[src/rtl/memseq_pkg.sv]
// =============================================================================
// Package  : memseq_pkg
// Purpose  : Shared types and constants for the memory-instruction sequencer.
//            Holds the FSM state enumeration (4-bit encoding), the default
//            opcode values for ld/ldi/st, the ALU add code, the default
//            wait-state limits and a small state-classification helper.
// Revision : 1.0 - initial release
// =============================================================================
`default_nettype none

package memseq_pkg;

  // Default configuration values; the top module exposes these as parameters.
  localparam int         c_OPCODE_W = 5;
  localparam logic [4:0] c_OP_LD    = 5'b00000;
  localparam logic [4:0] c_OP_LDI   = 5'b00001;
  localparam logic [4:0] c_OP_ST    = 5'b00010;
  localparam logic [4:0] c_ALU_ADD  = 5'b00011;
  localparam int         c_MAX_WAIT = 15;
  localparam int         c_WAIT_W   = 4;

  // Sequencer states. The encoding is visible on state_dbg, so keep it stable.
  typedef enum logic [3:0] {
    IDLE = 4'd0,
    T0   = 4'd1,
    T1   = 4'd2,
    T1W  = 4'd3,
    T2   = 4'd4,
    T3   = 4'd5,
    T4   = 4'd6,
    T5   = 4'd7,
    T6   = 4'd8,
    T7   = 4'd9,
    DONE = 4'd10,
    ERR  = 4'd11
  } state_t;

  // The sequencer counts as busy everywhere except the two resting states.
  function automatic logic state_is_busy(input state_t s);
    return !((s == IDLE) || (s == ERR));
  endfunction

endpackage : memseq_pkg

`default_nettype wire

[src/rtl/memseq_wait_ctr.sv]
// =============================================================================
// Module   : memseq_wait_ctr
// Purpose  : Wait-state counter for the memory handshake. Synchronous clear
//            has priority over increment; the count saturates at MAX_WAIT and
//            o_at_max flags the saturated value. One instance serves all wait
//            points of the sequencer.
// Ports    : clk       - clock, rising edge
//            rst       - asynchronous active-high reset
//            i_clear   - clear count to zero on the next edge
//            i_inc     - increment count (ignored once saturated)
//            o_at_max  - count equals MAX_WAIT
// Revision : 1.0 - initial release
// =============================================================================
`default_nettype none

module memseq_wait_ctr #(
  parameter int MAX_WAIT = 15,
  parameter int WAIT_W   = 4
) (
  input  logic clk,
  input  logic rst,
  input  logic i_clear,
  input  logic i_inc,
  output logic o_at_max
);

  localparam logic [WAIT_W-1:0] c_MAX = WAIT_W'(MAX_WAIT);
  localparam logic [WAIT_W-1:0] c_ONE = WAIT_W'(1);

  logic [WAIT_W-1:0] r_count;

  always_ff @(posedge clk or posedge rst) begin
    if (rst) begin
      r_count <= '0;
    end else if (i_clear) begin
      r_count <= '0;
    end else if (i_inc && (r_count != c_MAX)) begin
      r_count <= r_count + c_ONE;
    end
  end

  assign o_at_max = (r_count == c_MAX);

endmodule : memseq_wait_ctr

`default_nettype wire

[src/rtl/mem_op_sequencer.sv]
// =============================================================================
// Module   : mem_op_sequencer
// Purpose  : Control sequencer for memory instructions (ld, ldi, st). Steps
//            the datapath through fetch (T0-T2) and execute (T3-T7), waits on
//            mem_ready for memory reads/writes, decodes the opcode and flags
//            illegal opcodes and (optionally) memory timeouts.
// Ports    : clk, clr (async active-high reset), start, ir_opcode, mem_ready
//            -> bus-out enables  pc_out zlo_out mdr_out r_out c_out ba_out
//            -> load enables     mar_in zlo_in pc_in mdr_in ir_in y_in r_in
//            -> strobes          inc_pc read write gra grb, alu_op
//            -> status           busy done err_illegal err_timeout state_dbg
// Config   : `define MEMSEQ_TIMEOUT_EN to abort to ERR (raising err_timeout)
//            when mem_ready stays low for MAX_WAIT wait cycles. Without it the
//            sequencer waits indefinitely and err_timeout is tied low.
// Revision : 1.0 - initial release
// =============================================================================
`default_nettype none

module mem_op_sequencer
  import memseq_pkg::*;
#(
  parameter int                  OPCODE_W = c_OPCODE_W,
  parameter logic [OPCODE_W-1:0] OP_LD    = OPCODE_W'(c_OP_LD),
  parameter logic [OPCODE_W-1:0] OP_LDI   = OPCODE_W'(c_OP_LDI),
  parameter logic [OPCODE_W-1:0] OP_ST    = OPCODE_W'(c_OP_ST),
  parameter logic [4:0]          ALU_ADD  = c_ALU_ADD,
  parameter int                  MAX_WAIT = c_MAX_WAIT,
  parameter int                  WAIT_W   = c_WAIT_W
) (
  input  logic                clk,
  input  logic                clr,
  input  logic                start,
  input  logic [OPCODE_W-1:0] ir_opcode,
  input  logic                mem_ready,
  output logic                pc_out,
  output logic                zlo_out,
  output logic                mdr_out,
  output logic                r_out,
  output logic                c_out,
  output logic                ba_out,
  output logic                mar_in,
  output logic                zlo_in,
  output logic                pc_in,
  output logic                mdr_in,
  output logic                ir_in,
  output logic                y_in,
  output logic                r_in,
  output logic                inc_pc,
  output logic                read,
  output logic                write,
  output logic                gra,
  output logic                grb,
  output logic [4:0]          alu_op,
  output logic                busy,
  output logic                done,
  output logic                err_illegal,
  output logic                err_timeout,
  output logic [3:0]          state_dbg
);

`ifdef MEMSEQ_TIMEOUT_EN
  localparam logic c_TIMEOUT_EN = 1'b1;
`else
  localparam logic c_TIMEOUT_EN = 1'b0;
`endif

  state_t              r_state;
  state_t              w_next_state;
  logic [OPCODE_W-1:0] r_op_q;
  logic                r_err_illegal;
  logic                r_err_timeout;

  logic w_t3_legal;
  logic w_is_ld;
  logic w_is_ldi;
  logic w_is_st;
  logic w_start_accept;
  logic w_in_wait;
  logic w_wait_clear;
  logic w_wait_inc;
  logic w_at_max;
  logic w_timeout;

  // IR loads on the T2->T3 edge, so the opcode field is only valid during
  // T3 itself. T3 therefore decodes the live field; op_q captures it at the
  // end of T3 and steers T4..T7.
  assign w_t3_legal = (ir_opcode == OP_LD) || (ir_opcode == OP_LDI) ||
                      (ir_opcode == OP_ST);

  assign w_is_ld  = (r_op_q == OP_LD);
  assign w_is_ldi = (r_op_q == OP_LDI);
  assign w_is_st  = (r_op_q == OP_ST);

  assign w_start_accept = start && ((r_state == IDLE) || (r_state == ERR));

  // States in which the sequencer is waiting on mem_ready.
  assign w_in_wait = (r_state == T1) || (r_state == T1W) ||
                     ((r_state == T6) && w_is_ld) ||
                     ((r_state == T7) && w_is_st);

  // Clear on the edge that enters a wait-capable state: T0->T1, T5->T6
  // (harmless for ldi, which never waits there) and st T6->T7.
  assign w_wait_clear = (r_state == T0) || (r_state == T5) ||
                        ((r_state == T6) && w_is_st);
  assign w_wait_inc   = w_in_wait && !mem_ready;

  memseq_wait_ctr #(
    .MAX_WAIT (MAX_WAIT),
    .WAIT_W   (WAIT_W)
  ) u_wait_ctr (
    .clk      (clk),
    .rst      (clr),
    .i_clear  (w_wait_clear),
    .i_inc    (w_wait_inc),
    .o_at_max (w_at_max)
  );

  assign w_timeout = c_TIMEOUT_EN && w_in_wait && !mem_ready && w_at_max;

  // ---------------------------------------------------------------------------
  // State register and opcode latch
  // ---------------------------------------------------------------------------
  always_ff @(posedge clk or posedge clr) begin
    if (clr) begin
      r_state <= IDLE;
    end else begin
      r_state <= w_next_state;
    end
  end

  always_ff @(posedge clk or posedge clr) begin
    if (clr) begin
      r_op_q <= '0;
    end else if (r_state == T3) begin
      r_op_q <= ir_opcode;
    end
  end

  // Sticky error flags; an accepted start clears both before the new run.
  always_ff @(posedge clk or posedge clr) begin
    if (clr) begin
      r_err_illegal <= 1'b0;
      r_err_timeout <= 1'b0;
    end else if (w_start_accept) begin
      r_err_illegal <= 1'b0;
      r_err_timeout <= 1'b0;
    end else begin
      if ((r_state == T3) && !w_t3_legal) begin
        r_err_illegal <= 1'b1;
      end
      if (w_timeout) begin
        r_err_timeout <= 1'b1;
      end
    end
  end

  // ---------------------------------------------------------------------------
  // Next-state logic
  // ---------------------------------------------------------------------------
  always_comb begin
    w_next_state = r_state;
    case (r_state)
      IDLE: if (start) w_next_state = T0;
      T0:   w_next_state = T1;
      T1: begin
        if (mem_ready)      w_next_state = T2;
        else if (w_timeout) w_next_state = ERR;
        else                w_next_state = T1W;
      end
      T1W: begin
        if (mem_ready)      w_next_state = T2;
        else if (w_timeout) w_next_state = ERR;
      end
      T2:   w_next_state = T3;
      T3:   w_next_state = w_t3_legal ? T4 : ERR;
      T4:   w_next_state = T5;
      T5:   w_next_state = w_is_ldi ? DONE : T6;
      T6: begin
        if (!w_is_ld)       w_next_state = T7;
        else if (mem_ready) w_next_state = T7;
        else if (w_timeout) w_next_state = ERR;
      end
      T7: begin
        if (!w_is_st)       w_next_state = DONE;
        else if (mem_ready) w_next_state = DONE;
        else if (w_timeout) w_next_state = ERR;
      end
      DONE: w_next_state = IDLE;
      ERR:  if (start) w_next_state = T0;
      default: w_next_state = IDLE;
    endcase
  end

  // ---------------------------------------------------------------------------
  // Output decode (from the state register; T3 also looks at the live opcode)
  // ---------------------------------------------------------------------------
  always_comb begin
    pc_out  = 1'b0;
    zlo_out = 1'b0;
    mdr_out = 1'b0;
    r_out   = 1'b0;
    c_out   = 1'b0;
    ba_out  = 1'b0;
    mar_in  = 1'b0;
    zlo_in  = 1'b0;
    pc_in   = 1'b0;
    mdr_in  = 1'b0;
    ir_in   = 1'b0;
    y_in    = 1'b0;
    r_in    = 1'b0;
    inc_pc  = 1'b0;
    read    = 1'b0;
    write   = 1'b0;
    gra     = 1'b0;
    grb     = 1'b0;
    alu_op  = 5'b00000;
    done    = 1'b0;
    case (r_state)
      T0: begin
        pc_out = 1'b1;
        mar_in = 1'b1;
        inc_pc = 1'b1;
        zlo_in = 1'b1;
      end
      T1: begin
        zlo_out = 1'b1;
        pc_in   = 1'b1;
        read    = 1'b1;
        mdr_in  = 1'b1;
      end
      T1W: begin
        read   = 1'b1;
        mdr_in = 1'b1;
      end
      T2: begin
        mdr_out = 1'b1;
        ir_in   = 1'b1;
      end
      T3: begin
        if (w_t3_legal) begin
          grb    = 1'b1;
          ba_out = 1'b1;
          r_out  = 1'b1;
          y_in   = 1'b1;
        end
      end
      T4: begin
        c_out  = 1'b1;
        zlo_in = 1'b1;
        alu_op = ALU_ADD;
      end
      T5: begin
        zlo_out = 1'b1;
        if (w_is_ldi) begin
          gra  = 1'b1;
          r_in = 1'b1;
        end else begin
          mar_in = 1'b1;
        end
      end
      T6: begin
        mdr_in = 1'b1;
        if (w_is_ld) begin
          read = 1'b1;
        end else begin
          gra   = 1'b1;
          r_out = 1'b1;
        end
      end
      T7: begin
        if (w_is_ld) begin
          mdr_out = 1'b1;
          gra     = 1'b1;
          r_in    = 1'b1;
        end else begin
          write = 1'b1;
        end
      end
      DONE: done = 1'b1;
      default: ;
    endcase
  end

  assign busy        = state_is_busy(r_state);
  assign err_illegal = r_err_illegal;
  assign err_timeout = c_TIMEOUT_EN ? r_err_timeout : 1'b0;
  assign state_dbg   = r_state;

endmodule : mem_op_sequencer

`default_nettype wire

[config.mk]
export PLATFORM = sky130hd
export DESIGN_NAME = mem_op_sequencer
export DESIGN_NICKNAME = d
export VERILOG_FILES = /design/src/rtl/memseq_pkg.sv /design/src/rtl/memseq_wait_ctr.sv /design/src/rtl/mem_op_sequencer.sv
export SDC_FILE = /design/constraint.sdc
export NUM_CORES = 1
export LEC_CHECK = 0
export CORE_MARGIN = 10
export CORE_UTILIZATION = 45
export CTS_BUF_LIST = sky130_fd_sc_hd__clkbuf_4 sky130_fd_sc_hd__clkbuf_8
export DETAILED_ROUTE_END_ITERATION = 10
export GPL_TIMING_DRIVEN = 0
export PLACE_DENSITY_LB_ADDON = 0.25
export RECOVER_POWER = 25
export SETUP_SLACK_MARGIN = 0.3
export SYNTH_ARGS = -nofsm -noshare
export SYNTH_HDL_FRONTEND = slang
export SYNTH_SLANG_ARGS = --single-unit
[constraint.sdc]
create_clock -name clk -period 5.4 [get_ports clk]
set_input_delay 0.54 -clock clk [delete_from_list [all_inputs] [get_ports clk]]
set_output_delay 0.54 -clock clk [all_outputs]
set_load 0.02 [all_outputs]
# Word level (Yosys, flattened, before mapping)
# Cells that the tools add are included.
[totals]
register_bits = 10
latchBits = 0
mem_bits_rw = 0
rom_bits = 0
in_bits = 9
output_inout_bits = 31
elab_cells = 73
mem_count = 0
[op_classes]
n_addsub = 0
multipliers = 0
div = 0
n_lt_le_gt_ge = 0
eq_ne = 19
shifts = 0
n_mux = 34
bitwise_logic = 0
reduce_logical = 17
[op_table]
columns = ["operator", "n"]
rows = [
  ["4-bit one-hot mux with 10 select lines", 1],
  ["4-bit 2-to-1 mux", 7],
  ["1-bit 2-to-1 mux", 17],
  ["4-bit by 3-bit equality test with 1-bit output, second input constant", 4],
  ["4-bit equality test, second input constant", 4],
  ["5-bit by 1-bit equality test with 1-bit output, second input constant", 2],
  ["5-bit by 2-bit equality test with 1-bit output, second input constant", 2],
  ["5-bit logical NOT", 2],
  ["1-bit one-hot mux with 2 select lines", 5],
  ["4-bit by 2-bit equality test with 1-bit output, second input constant", 2],
  ["2-bit OR reduction", 4],
  ["3-bit inequality test, second input constant", 2],
  ["4-bit by 1-bit equality test with 1-bit output, second input constant", 1],
  ["4-bit logical NOT", 1],
  ["2-bit 2-to-1 mux", 2],
  ["4-bit AND reduction", 1],
  ["1-bit logical OR", 3],
  ["3-bit 2-to-1 mux", 1],
  ["1-bit one-hot mux with 3 select lines", 1],
  ["3-bit OR reduction", 1],
  ["1-bit logical AND", 2],
  ["1-bit logical NOT", 2],
  ["2-bit by 1-bit inequality test with 1-bit output, second input constant", 1],
  ["2-bit inequality test, second input constant", 1],
  ["2-bit nonzero test", 1],
]

# Logic depth before layout (Yosys ltp)
[depth]
depth_word = 7
ltp_mapped = 5
mapped_depth_nobuf = 4

# Worst setup path before layout
# Ideal clock, no wire load.
[synth_timing]
path_type = "in2out"
start = "input ir_opcode[0]"
end = "output grb"
t_arrival_ns = 1.807
t_required_ns = 4.860
path_slack_ns = 3.053
cell_stages = 3
path_buffers = 1
cell_sequence = "a2111o_1 > nor3_1 > buf_4"
[synth_between]
elab_chain_len = 5
word_cells_on_any_way = 7
cone_classes = "eq/ne (2); mux (2); reduce/logical (3)"
[synth_rtl]
columns = ["element", "line", "text"]
rows = [
  ["start: declaration", "mem_op_sequencer.sv:33", "input logic [OPCODE_W-1:0] ir_opcode,"],
  ["5-bit by 1-bit equality test with 1-bit output / 5-bit logical NOT (equally long branches)", "mem_op_sequencer.sv:87", "assign w_t3_legal = (ir_opcode == OP_LD) || (ir_opcode == OP_LDI) ||"],
  ["1-bit logical OR", "mem_op_sequencer.sv:87", ""],
  ["1-bit logical OR *", "mem_op_sequencer.sv:87", ""],
  ["1-bit 2-to-1 mux * (2 in a row)", "--", ""],
  ["end: declaration", "mem_op_sequencer.sv:52", "output logic grb,"],
]
# Mark *: on every way between the ends. The rest lies on a longest branch, timed or not.

# Worst setup path after layout
[layout_timing]
start = "input ir_opcode[0]"
end = "output r_out"
[layout_between]
elab_chain_len = 5
word_cells_on_any_way = 7
cone_classes = "eq/ne (2); mux (2); reduce/logical (3)"
[layout_rtl]
columns = ["element", "line", "text"]
rows = [
  ["5-bit by 1-bit equality test with 1-bit output / 5-bit logical NOT (equally long branches)", "mem_op_sequencer.sv:87", ""],
  ["1-bit logical OR", "mem_op_sequencer.sv:87", ""],
  ["1-bit logical OR *", "mem_op_sequencer.sv:87", ""],
  ["1-bit 2-to-1 mux *", "mem_op_sequencer.sv:240", "if (w_t3_legal) begin"],
  ["1-bit one-hot mux with 2 select lines *", "mem_op_sequencer.sv:218", "case (r_state)"],
  ["end: declaration", "mem_op_sequencer.sv:38", "output logic r_out,"],
]
# Marked as above.

==> flow_metrics.tcl <==
set metrics [dict create \
    drc 0 \
    layout_common_cells "33 x clkdlybuf4s50_1, 14 x nor2_1, 10 x dfrtp_1" \
    drv_cap 0 \
    setup_ws_ns 2.173 \
    die_x_um 64.37 \
    reg2reg_from "r_op_q[2]" \
    drt_pass1_iterations 4 \
    critPathLaunch "ir_opcode[0]" \
    grt_max_degree 11 \
    avgViaCountPerCell 5.506 \
    synth-seq-cells 10 \
    clk_latency_ns 0.26 \
    worst_slew_pin_slew_ns 0.7701 \
    synthesis.area_um2 885.9 \
    gr-total-overflow 0 \
    p_comb_share_pct 72.2 \
    h-tree-depth 1 \
    crit_path_end_kind "output port" \
    gp_congestion 0.8736 \
    die_area_um2 4144 \
    start_util_pct 49.17 \
    wl_met1_um 1168 \
    cts_hold_repair.buffers 0 \
    p_switching_w 0.0003594 \
    hold_class "register to register" \
    ys_seq_area_share_pct 28.25 \
    rsz0062_at_grt "false" \
    top_layer "met3" \
    drive_gt1_share_pct 19.87 \
    p_int_w 0.0004028 \
    multiInputGateArea_um2 538.0 \
    power_density_nw_per_um2 579.6 \
    hold_start "err_illegal" \
    dp_slack_ns 2.188 \
    core_um2 1802 \
    hold_viol 0 \
    via_count 969 \
    switching_share_pct 47.16 \
    crit_type "primary input to output port" \
    wl_met3_um 286 \
    area_growth_pct 48.45 \
    clockBufferDepth 2 \
    worstPathRequired_ns 4.86 \
    slew_headroom_pct 47.33 \
    fillCellCount 146 \
    synth.distinct_cells 36 \
    io_pins 40 \
    p_leak_nw 0.5299 \
    mostFrequentLayoutCell "clkdlybuf4s50_1" \
    cts_root_buf "clkbuf_4" \
    post_cts_buffers 0 \
    netlist_top_cells_area "dfrtp_1 28%, buf_4 7.6%, mux2_2 6.4%, nor2_1 5.9%, a21oi_1 5.1%" \
    pwr-share-clk_pct 9.0 \
    ys_warn_count 0 \
    grt_pass1_vias 944 \
    max_freq_mhz 309.8 \
    clkTransAtPathRegs_ns 0.07 \
    core.rowCount 15 \
    seqPwrFrac_pct 18.8 \
    setup_viol 0 \
    grt_pass1_wl_um 4312 \
    start_kind "primary input" \
    regArea_um2 250.2 \
    final_antenna_net_count 0 \
    synth_top_area_share_pct 28.25 \
    wl_per_cell_um 15.27 \
    finClkSkew_ns 0.0005959 \
    irDropWorstVdd_uv 369.3 \
    first_iter_violations 40 \
    fin_setup_tns_ns 0 \
    die_h_um 64.37 \
    dr_wl_met2_um 1232 \
    cts_resized 0 \
    hpwl_um 2181 \
    numCtsBuffers 3 \
    drt_wl_total_um 2687 \
    arrival_ns 2.69 \
    cts.sinks 10 \
    report.final.slew_viol_count 0 \
    diodes 0 \
    syn_inst 109 \
    post-route-period-util_pct 59.77 \
    yosysTopAreaCell "dfrtp_1" \
    antenna_found_initial 0 \
    status "finished, final reports clean" \
    cts_tree "yes" \
    nNetsFinal 161 \
    critPathMaxFanout 3 \
    io_buffer_count 35 \
    fin_crit_ns 3.227 \
    gr-usage-all-layers_pct 12.16 \
    avgSynthCellArea_um2 8.127 \
]
-- power by group through the flow --
stage                     sequential, W   clock, W  combinational, W
after CTS                      0.000143  0.0000680          0.000552
final                          0.000143  0.0000685          0.000551
after detailed placement       0.000145          0          0.000548
after floorplan                0.000156          0          0.000336
after global routing           0.000148  0.0000723          0.000594
after global placement         0.000143          0          0.000539
-- stage by stage --
stage	hold slack (ns)	util, %	cell area, um2	total power [W]	cells
after global placement	0.5214	70.97	1279	0.0006820	172
final	0.5375	72.99	1315	0.0007622	176
after global routing	0.5668	72.99	1315	0.0008141	176
after floorplan	0.3802	-	897.1	0.0004924	112
after CTS	0.5470	72.99	1315	0.0007632	176
after detailed placement	0.5226	70.97	1279	0.0006935	172
-- cells in the mapped netlist, drive strengths merged --
| cell | n |
|---|---|
| buf | 14 |
| nor2 | 14 |
| dfrtp | 10 |
| a21oi | 9 |
| mux2 | 7 |
| nor3 | 6 |
| nand2b | 5 |
| nand2 | 4 |
| inv | 3 |
| nand3 | 3 |
| o21ai | 3 |
| or2 | 3 |
| or3 | 3 |
| xor2 | 3 |
| clkbuf | 2 |
| nor4 | 2 |
| o22ai | 2 |
| or4 | 2 |
| a2111o | 1 |
| a2111oi | 1 |
| a31oi | 1 |
| a32oi | 1 |
| conb | 1 |
| mux2i | 1 |
| nand4 | 1 |
| nor2b | 1 |
| o2111ai | 1 |
| o21a | 1 |
| o221ai | 1 |
| o32ai | 1 |
| or3b | 1 |
| or4b | 1 |
-- worst max-delay path: stages --
cell	delay, ns
clkdlybuf4s50_1	0.44
a2111oi_0	0.74
nand4_1	0.16
a21oi_1	0.16
clkdlybuf4s50_1	0.64
-- flip-flops by register name (all words and copies together) (netlist names) --
register,cells
state_dbg,4
r_op_q,5
err_illegal,1
-- final timing paths --
kind	to	slack, ns	cells after the start
min in group asynchronous	err_illegal	0.68	2
worst min register to register	err_illegal	0.54	2
worst max-delay path	r_out	2.17	5
worst max register to register	state_dbg[1]	3.40	4
worst min-delay path	err_illegal	0.54	2
max in group asynchronous	r_op_q[0]	4.45	2
-- final cells by class --
type,instances,share of cell area (%)
sequential,10,19.03
buffer,16,7.422
multi-input combinational,83,40.91
tap,25,2.379
clock buffer,4,2.759
timing repair buffer,35,26.64
inverter,3,0.8563
-- logic make-up after synthesis --
group	count (synthesis)	synth area share, %
AO/OA/AOI/OAI	22	17.23
XOR/XNOR	3	2.967
buffers and inverters	19	12.29
flip-flops	10	28.25
multiplexers	8	10.88
other	1	0.4233
AND/OR/NAND/NOR	46	27.97
-- routing by layer --
layer	vias to the layer above	global-route usage (%)
met5	-	0
met4	0	4.545
met3	0	4.704
met2	61	17.86
met1	446	15.60
li1	462	-
No activity file was read; power rests on OpenSTA's default activity.
